===== config.mk =====
export PLATFORM = sky130hd
export DESIGN_NAME = divider_seq
export DESIGN_NICKNAME = d
export VERILOG_FILES = /design/src/rtl/divider_seq.sv
export SDC_FILE = /design/constraint.sdc
export NUM_CORES = 1
export LEC_CHECK = 0
export ABC_CLOCK_PERIOD_IN_PS = 15000
export BUFFER_PORTS_ARGS = -buffer_cell sky130_fd_sc_hd__buf_2
export CAP_MARGIN = 5
export CORE_ASPECT_RATIO = 1.4
export CORE_MARGIN = 5
export CORE_UTILIZATION = 35
export CTS_CLUSTER_SIZE = 28
export DETAILED_ROUTE_END_ITERATION = 16
export PLACE_DENSITY_LB_ADDON = 0.15
export SLEW_MARGIN = 20
export SYNTH_ARGS = -nofsm -noshare
export SYNTH_HDL_FRONTEND = slang
export SYNTH_SLANG_ARGS = --single-unit

===== constraint.sdc =====
create_clock -name clk -period 15 [get_ports clk]
set_clock_uncertainty 0.1 [all_clocks]
set_input_delay 1.5 -clock clk [delete_from_list [all_inputs] [get_ports clk]]
set_output_delay 1.5 -clock clk [all_outputs]
set_load 0.005 [all_outputs]

===== src/rtl/divider_seq.sv =====
// divider_seq: iterative radix-2 restoring divider, one trial subtraction per cycle.
// Signed support (abs/negate, overflow detection) is compiled in when DIV_SIGNED_EN is defined.
module divider_seq #(
    parameter int WIDTH = 32,
    parameter int CNT_W = 6
) (
    input  logic             clk,
    input  logic             rst,
    input  logic             start,
    input  logic             s,
    input  logic [WIDTH-1:0] dividend,
    input  logic [WIDTH-1:0] divisor,
    output logic             busy,
    output logic             done,
    output logic [WIDTH-1:0] quotient,
    output logic [WIDTH-1:0] remainder,
    output logic             dz,
    output logic             ov
);
    typedef enum logic [1:0] {IDLE, RUN, FIX} state_t;
    state_t state, nxt;
    logic [CNT_W-1:0] cnt;
    logic [WIDTH-1:0] rem, quo, dmag, mag_a, mag_b, q_fix, r_fix, diff;
    logic [WIDTH:0] shifted;
    logic accept, exc, is_ov, ge, exc_dz, exc_ov;
    assign accept  = state == IDLE && start;
    assign exc     = divisor == '0 || is_ov;
    assign shifted = {rem, quo[WIDTH-1]};
    assign ge      = shifted >= {1'b0, dmag};
    // true trial result is below dmag whenever it is kept, so WIDTH bits suffice
    assign diff    = shifted[WIDTH-1:0] - dmag;
`ifdef DIV_SIGNED_EN
    logic sa, sb, neg_q, neg_r;
    assign sa    = s & dividend[WIDTH-1];
    assign sb    = s & divisor[WIDTH-1];
    assign mag_a = sa ? -dividend : dividend;
    assign mag_b = sb ? -divisor : divisor;
    assign is_ov = s && dividend == {1'b1, {(WIDTH-1){1'b0}}} && &divisor;
    assign q_fix = neg_q ? -quo : quo;
    assign r_fix = neg_r ? -rem : rem;
    always_ff @(posedge clk or posedge rst) begin
        if (rst) begin
            neg_q <= 1'b0;
            neg_r <= 1'b0;
        end else if (accept) begin
            neg_q <= sa ^ sb;
            neg_r <= sa;
        end
    end
`else
    logic unused_s;
    assign unused_s = s;
    assign mag_a    = dividend;
    assign mag_b    = divisor;
    assign is_ov    = 1'b0;
    assign q_fix    = quo;
    assign r_fix    = rem;
`endif
    always_ff @(posedge clk or posedge rst) begin
        if (rst) state <= IDLE;
        else     state <= nxt;
    end
    always_comb begin
        nxt = state;
        if (accept)                                     nxt = exc ? FIX : RUN;
        else if (state == RUN && cnt == CNT_W'(WIDTH-1)) nxt = FIX;
        else if (state == FIX)                          nxt = IDLE;
    end
    always_ff @(posedge clk or posedge rst) begin
        if (rst) begin
            busy      <= 1'b0;
            done      <= 1'b0;
            quotient  <= '0;
            remainder <= '0;
            dz        <= 1'b0;
            ov        <= 1'b0;
            cnt       <= '0;
            rem       <= '0;
            quo       <= '0;
            dmag      <= '0;
            exc_dz    <= 1'b0;
            exc_ov    <= 1'b0;
        end else begin
            done <= 1'b0;
            if (accept) begin
                busy   <= 1'b1;
                dz     <= 1'b0;
                ov     <= 1'b0;
                cnt    <= '0;
                rem    <= '0;
                // exception path keeps the raw dividend for the divide-by-zero remainder
                quo    <= exc ? dividend : mag_a;
                dmag   <= mag_b;
                exc_dz <= divisor == '0;
                exc_ov <= is_ov;
            end else if (state == RUN) begin
                rem <= ge ? diff : shifted[WIDTH-1:0];
                quo <= {quo[WIDTH-2:0], ge};
                cnt <= cnt + 1'b1;
            end else if (state == FIX) begin
                busy      <= 1'b0;
                done      <= 1'b1;
                quotient  <= exc_dz ? '1 : exc_ov ? {1'b1, {(WIDTH-1){1'b0}}} : q_fix;
                remainder <= exc_dz ? quo : exc_ov ? '0 : r_fix;
                dz        <= exc_dz;
                ov        <= exc_ov;
            end
        end
    end
endmodule


**After elaboration in Yosys (flattened, before gate mapping)**

Cells that the tools add are included.

- Bits in registers: 173
- Input bits: 68
- Output and inout port bits: 68
- Logic and storage cells: 53

- Add/sub/neg operators: 2
- Order comparisons: 1
- Eq/ne operators: 4
- Mux-type cells: 23
- Bitwise gates (word level): 2
- Reductions and logical operators: 9

Operators with widths:

| operator | count |
|---|---|
| 32-bit 2-to-1 mux | 7 |
| 33-bit by 32-bit >= comparator with 1-bit output | 1 |
| 32-bit logical NOT | 1 |
| 32-bit subtractor | 1 |
| 6-bit 2-to-1 mux | 2 |
| 1-bit 2-to-1 mux | 10 |
| 2-bit 2-to-1 mux | 4 |
| 6-bit by 1-bit adder with 6-bit output, second input constant | 1 |
| 6-bit by 5-bit == test with 1-bit output, second input constant | 1 |
| 2-bit nonzero test | 2 |
| 3-bit AND reduction | 1 |
| 3-bit nonzero test | 1 |
| 2-bit by 1-bit == test with 1-bit output, second input constant | 1 |
| 2-bit == test, second input constant | 1 |
| 1-bit logical AND | 2 |
| 2-bit logical NOT | 1 |
| 2-bit inequality test, second input constant | 1 |
| 1-bit inverter | 2 |
| 2-bit AND reduction | 1 |

**Longest topological paths before layout**

- Depth after elaboration: 4
- Depth in mapped cells: 14
- Depth with buffers taken out: 12

**Worst setup path after synthesis**

Ideal clock, no wire load.

- Kind: register to register
- Start: reg rem[11], in the netlist r_fix[11]
- End: reg rem[11], in the netlist r_fix[11]
- Setup time: 0.132 ns
- Data arrival time: 2.606 ns
- Setup slack: 12.162 ns
- Stages on the path, launching flop included: 13
- Cell sequence: dfrtp_1 > ha_1 > nand4_4 > or2_0 > a32o_1 > or2_1 > a31oi_2 > o21ai_2 > o31ai_4 > buf_6 > buf_12 > mux2i_1 > o21ai_1

- Longest elaborated chain between the ends: 4

RTL lines:

| element | line | source |
|---|---|---|
| from (decl) | 23 | `logic [WIDTH-1:0] rem, quo, dmag, mag_a, mag_b, q_fix, r_fix, diff;` |
| from (signal assigned) | 97 | `rem <= ge ? diff : shifted[WIDTH-1:0];` |
| 33-bit by 32-bit >= comparator with 1-bit output | 29 | `assign ge = shifted >= {1'b0, dmag};` |
| 32-bit 2-to-1 mux | 97 |  |
| 32-bit 2-to-1 mux | 96 | `end else if (state == RUN) begin` |
| 32-bit 2-to-1 mux | 85 | `if (accept) begin` |

Every way passes these cells. The select of a mux whose other input is x is not followed.
A chain may end at the register's enable or synchronous reset.

**Final worst setup path**

- Start: reg rem[12], in the netlist r_fix[12]
- End: reg rem[25], in the netlist r_fix[25]

- Longest elaborated chain between the ends: 4

RTL lines:

| element | line |
|---|---|
| 32-bit subtractor or 33-bit by 32-bit >= comparator with 1-bit output (tied branches) | 31, 29 |
| 32-bit 2-to-1 mux * | 97 |
| 32-bit 2-to-1 mux * | 96 |
| 32-bit 2-to-1 mux * | 85 |

Every way passes the cells marked *; elsewhere a longest branch is shown, timed or not. The select of a mux whose other input is x is not followed.

==> results.cfg <==
[place]
gp_congestion = 0.816
pre_cts_ws_ns = 11.13
dpl.cell_count = 1397
portBuffers = 133
dpl.hpwl_mm = 18.0

[grt]
track_usage_pct = 17.1
first_global_vias = 7496
grt_start_max_net_pins = 88
antenna_found_initial = 0
grt_pass1_wl_mm = 40.7
grt_overflow = 0

[hold_path]
hold_class = reg -> reg
whs_path_depth = 1

[pwr]
power_uw = 2610
ir_drop_mv = 0.113
p_leak_uw = 0.00469
power_density_nw_per_um2 = 247

[die]
dieHeight_um = 201
die_w_um = 146
io_pins = 136
start_util_pct = 35.6
dieArea_um2 = 29400
row_count = 69
coreArea_um2 = 25600

[route]
wl_mm = 24.6
vias = 7399
drc = 0
drt-initial-drc-count = 435
wl_per_cell_um = 17.2
drt-pass1-iter-count = 6
ant_nets = 0
viasPerCell = 5.18

[run]
max-cap-violations = 0

[clock_tree]
cts_inserted_buffers = 17
postCtsResizedCells = 0
htree_levels = 4
hold_buffers = 0
cts_tree = yes
clkTransAtPathRegs_ns = 0.07
clock_sinks = 172
clock_latency_ns = 0.43
clockRootBuffer = clkbuf_16
clockBufferDepth = 2
cts_setup_buffers = 0

[synth]
ys_types = 63
syn_area_um2 = 9100
avgSynthCellArea_um2 = 9.10
async_reset_ff_share_pct = 100
ys.flop_type = dfrtp_1
ys_seq_elements = 172
yosysWarnings = 0
synth_edf_count = 0
yosysSeqAreaShare_pct = 47.3
syn_inst = 1000
synthesis.nets = 1102

[sta]
finalMaxSlewViolations = 0
fin_setup_tns_ns = 0
fin_ws_ns = 11.12
max_freq_mhz = 258
hold_viol = 0
finalWorstPathRequiredPeriod_ns = 3.88
worst_pin_slew_ns = 0.955
maxSlewHeadroom_pct = 36.2
period_share_pct = 25.9
whs_ns = 0.386
rsz0062_at_grt = no
finalSetupViolCount = 0

[setup_path]
rr_worst_depth = 11
crit_required_ns = 15.20
cp.depth = 11
slowest_delay_ns = 0.65
cpLargestDelayFamily = compound AO/OA/AOI/OAI gates
start_kind = flop
arrival_ns = 4.08
path_cells = ha_1 > nand4_4 > or2_0 > a32o_1 > or2_1 > a31oi_2 > o21ai_2 > o31ai_4 > buf_4 > mux2i_1 > o21ai_0
crit_fanout = 26
cp_num_buf_inv = 1
crit_type = reg -> reg
end_kind = flop
critPathSlowestCell = o31ai_4

[final_layout]
instances_no_fill = 1429
nNetsFinal = 1199
antenna_cells = 0
syn2layout_area_growth_pct = 16.1
drive_gt1_share_pct = 17.0

[outcome]
status = complete, no violations
## metal layers
layer | wire, um | global-route usage [%] | vias up
met4 | 422 | 4.74 | 0
met1 | 11400 | 23.2 | 3517
li1 | - | - | 3693
met2 | 11800 | 27.8 | 163
met3 | 973 | 3.46 | 26
met5 | 0 | 0 | -
## synth_stat cells (2+ instances only)
master	count	area (um^2)
nor4_1	9	56.3
xnor2_1	16	140
buf_12	2	40.0
o22ai_1	3	18.8
a22oi_1	31	233
inv_1	43	161
a211oi_1	3	22.5
o211ai_1	6	45.0
dfrtp_1	172	4300
buf_2	2	10.0
nor2b_1	3	18.8
o21a_1	4	30.0
a31oi_1	5	31.3
nor3_1	7	35.0
a22o_1	3	26.3
ha_1	33	413
clkbuf_1	56	210
mux2i_1	59	591
nand2_1	123	462
nand2b_1	4	25.0
a21oi_1	91	455
o21ai_0	88	440
and3_1	2	12.5
nand4b_1	2	17.5
buf_1	3	11.3
nand3_1	15	75.1
o31ai_1	2	15.0
nand4_1	11	68.8
xor2_1	13	114
nor2_1	111	417
a21o_1	12	90.1
a2bb2oi_1	5	43.8
o21ai_1	24	120
o21bai_1	8	60.1
## sequential cells by signal (all words and copies together) (netlist names)
| name | count |
|---|---|
| dmag | 32 |
| remainder | 32 |
| quotient | 32 |
| state | 2 |
| cnt | 6 |
| r_fix | 32 |
| dz | 1 |
| exc_dz | 1 |
| q_fix | 32 |
| busy | 1 |
| done | 1 |
## worst reg2reg max path, cell delays in order (launching register included)
cell and delay [ns]:
dfrtp_1 0.44, ha_1 0.45, nand4_4 0.17, or2_0 0.23, a32o_1 0.27, or2_1 0.25
a31oi_2 0.19, o21ai_2 0.16, o31ai_4 0.65, buf_4 0.52, mux2i_1 0.24, o21ai_0 0.08
## cell usage in the layout, fill, tap and decap left out, types with 3 or more instances in the layout
cell          n
nand3_1      15
nand2_1     123
o22ai_1       3
nor4_1        9
xnor2_1      16
buf_4        11
dfrtp_1     171
a211oi_1      3
a22o_1        3
a2bb2oi_1     5
nor3_1        7
xor2_1       13
nand4_1      11
o211ai_1      6
o21ai_0      88
buf_2       133
clkbuf_16    17
inv_6         4
a31oi_1       5
mux2i_1      59
a22oi_1      31
clkinvlp_4    3
clkinv_2      5
ha_1         33
o21bai_1      7
nor2_1      110
o21a_1        4
inv_1        41
o21ai_1      24
nand2b_1      4
a21o_1       12
a21oi_1      91
## metrics by stage
step	util (%)	instance area, um^2
after floorplan	-	9100
after global placement	39.0	9970
after detailed placement	39.0	9970
after CTS	41.3	10600
after global routing	41.3	10600
final	41.3	10600
## cell families (layout without fill, tap and decap cells)
kind of cell	after synthesis	count (layout)	synth area share (%)
buf+inv	109	219	5.13
simple gates	297	297	14.0
xor+xnor	29	29	2.79
flops	172	172	47.3
fa+ha+maj	34	34	4.76
compound gates	299	299	19.5
mux	59	59	6.49
other cells	1	1	0.0412
## power by group
part           leakage (uW)  switching (uW)  internal, uW
sequential          0.00207             183           685
clock              0.000286             192           255
combinational       0.00233             709           588
## final timing paths
kind / startpoint / to / slack, ns
max in group asynchronous: rst / quotient[14]$_DFFE_PP0P_ / 12.57
worst min register to register: exc_dz$_DFFE_PP0P_ / exc_dz$_DFFE_PP0P_ / 0.39
worst min-delay path: exc_dz$_DFFE_PP0P_ / exc_dz$_DFFE_PP0P_ / 0.39
min in group asynchronous: rst / quotient[28]$_DFFE_PP0P_ / 1.09
worst max-delay path: r_fix[12]$_DFFE_PP0P_ / r_fix[25]$_DFFE_PP0P_ / 11.12
worst max register to register: r_fix[12]$_DFFE_PP0P_ / r_fix[25]$_DFFE_PP0P_ / 11.12
## final cells by class
class | count | area, um^2
Clock inverter | 13 | 138
Multi-Input combinational cell | 719 | 4350
Tap cell | 319 | 399
Timing Repair Buffer | 144 | 748
Fill cell | 2565 | 15000
Inverter | 43 | 168
Clock buffer | 19 | 453
Sequential cell | 172 | 4310
(Power assumes the default switching activity.)
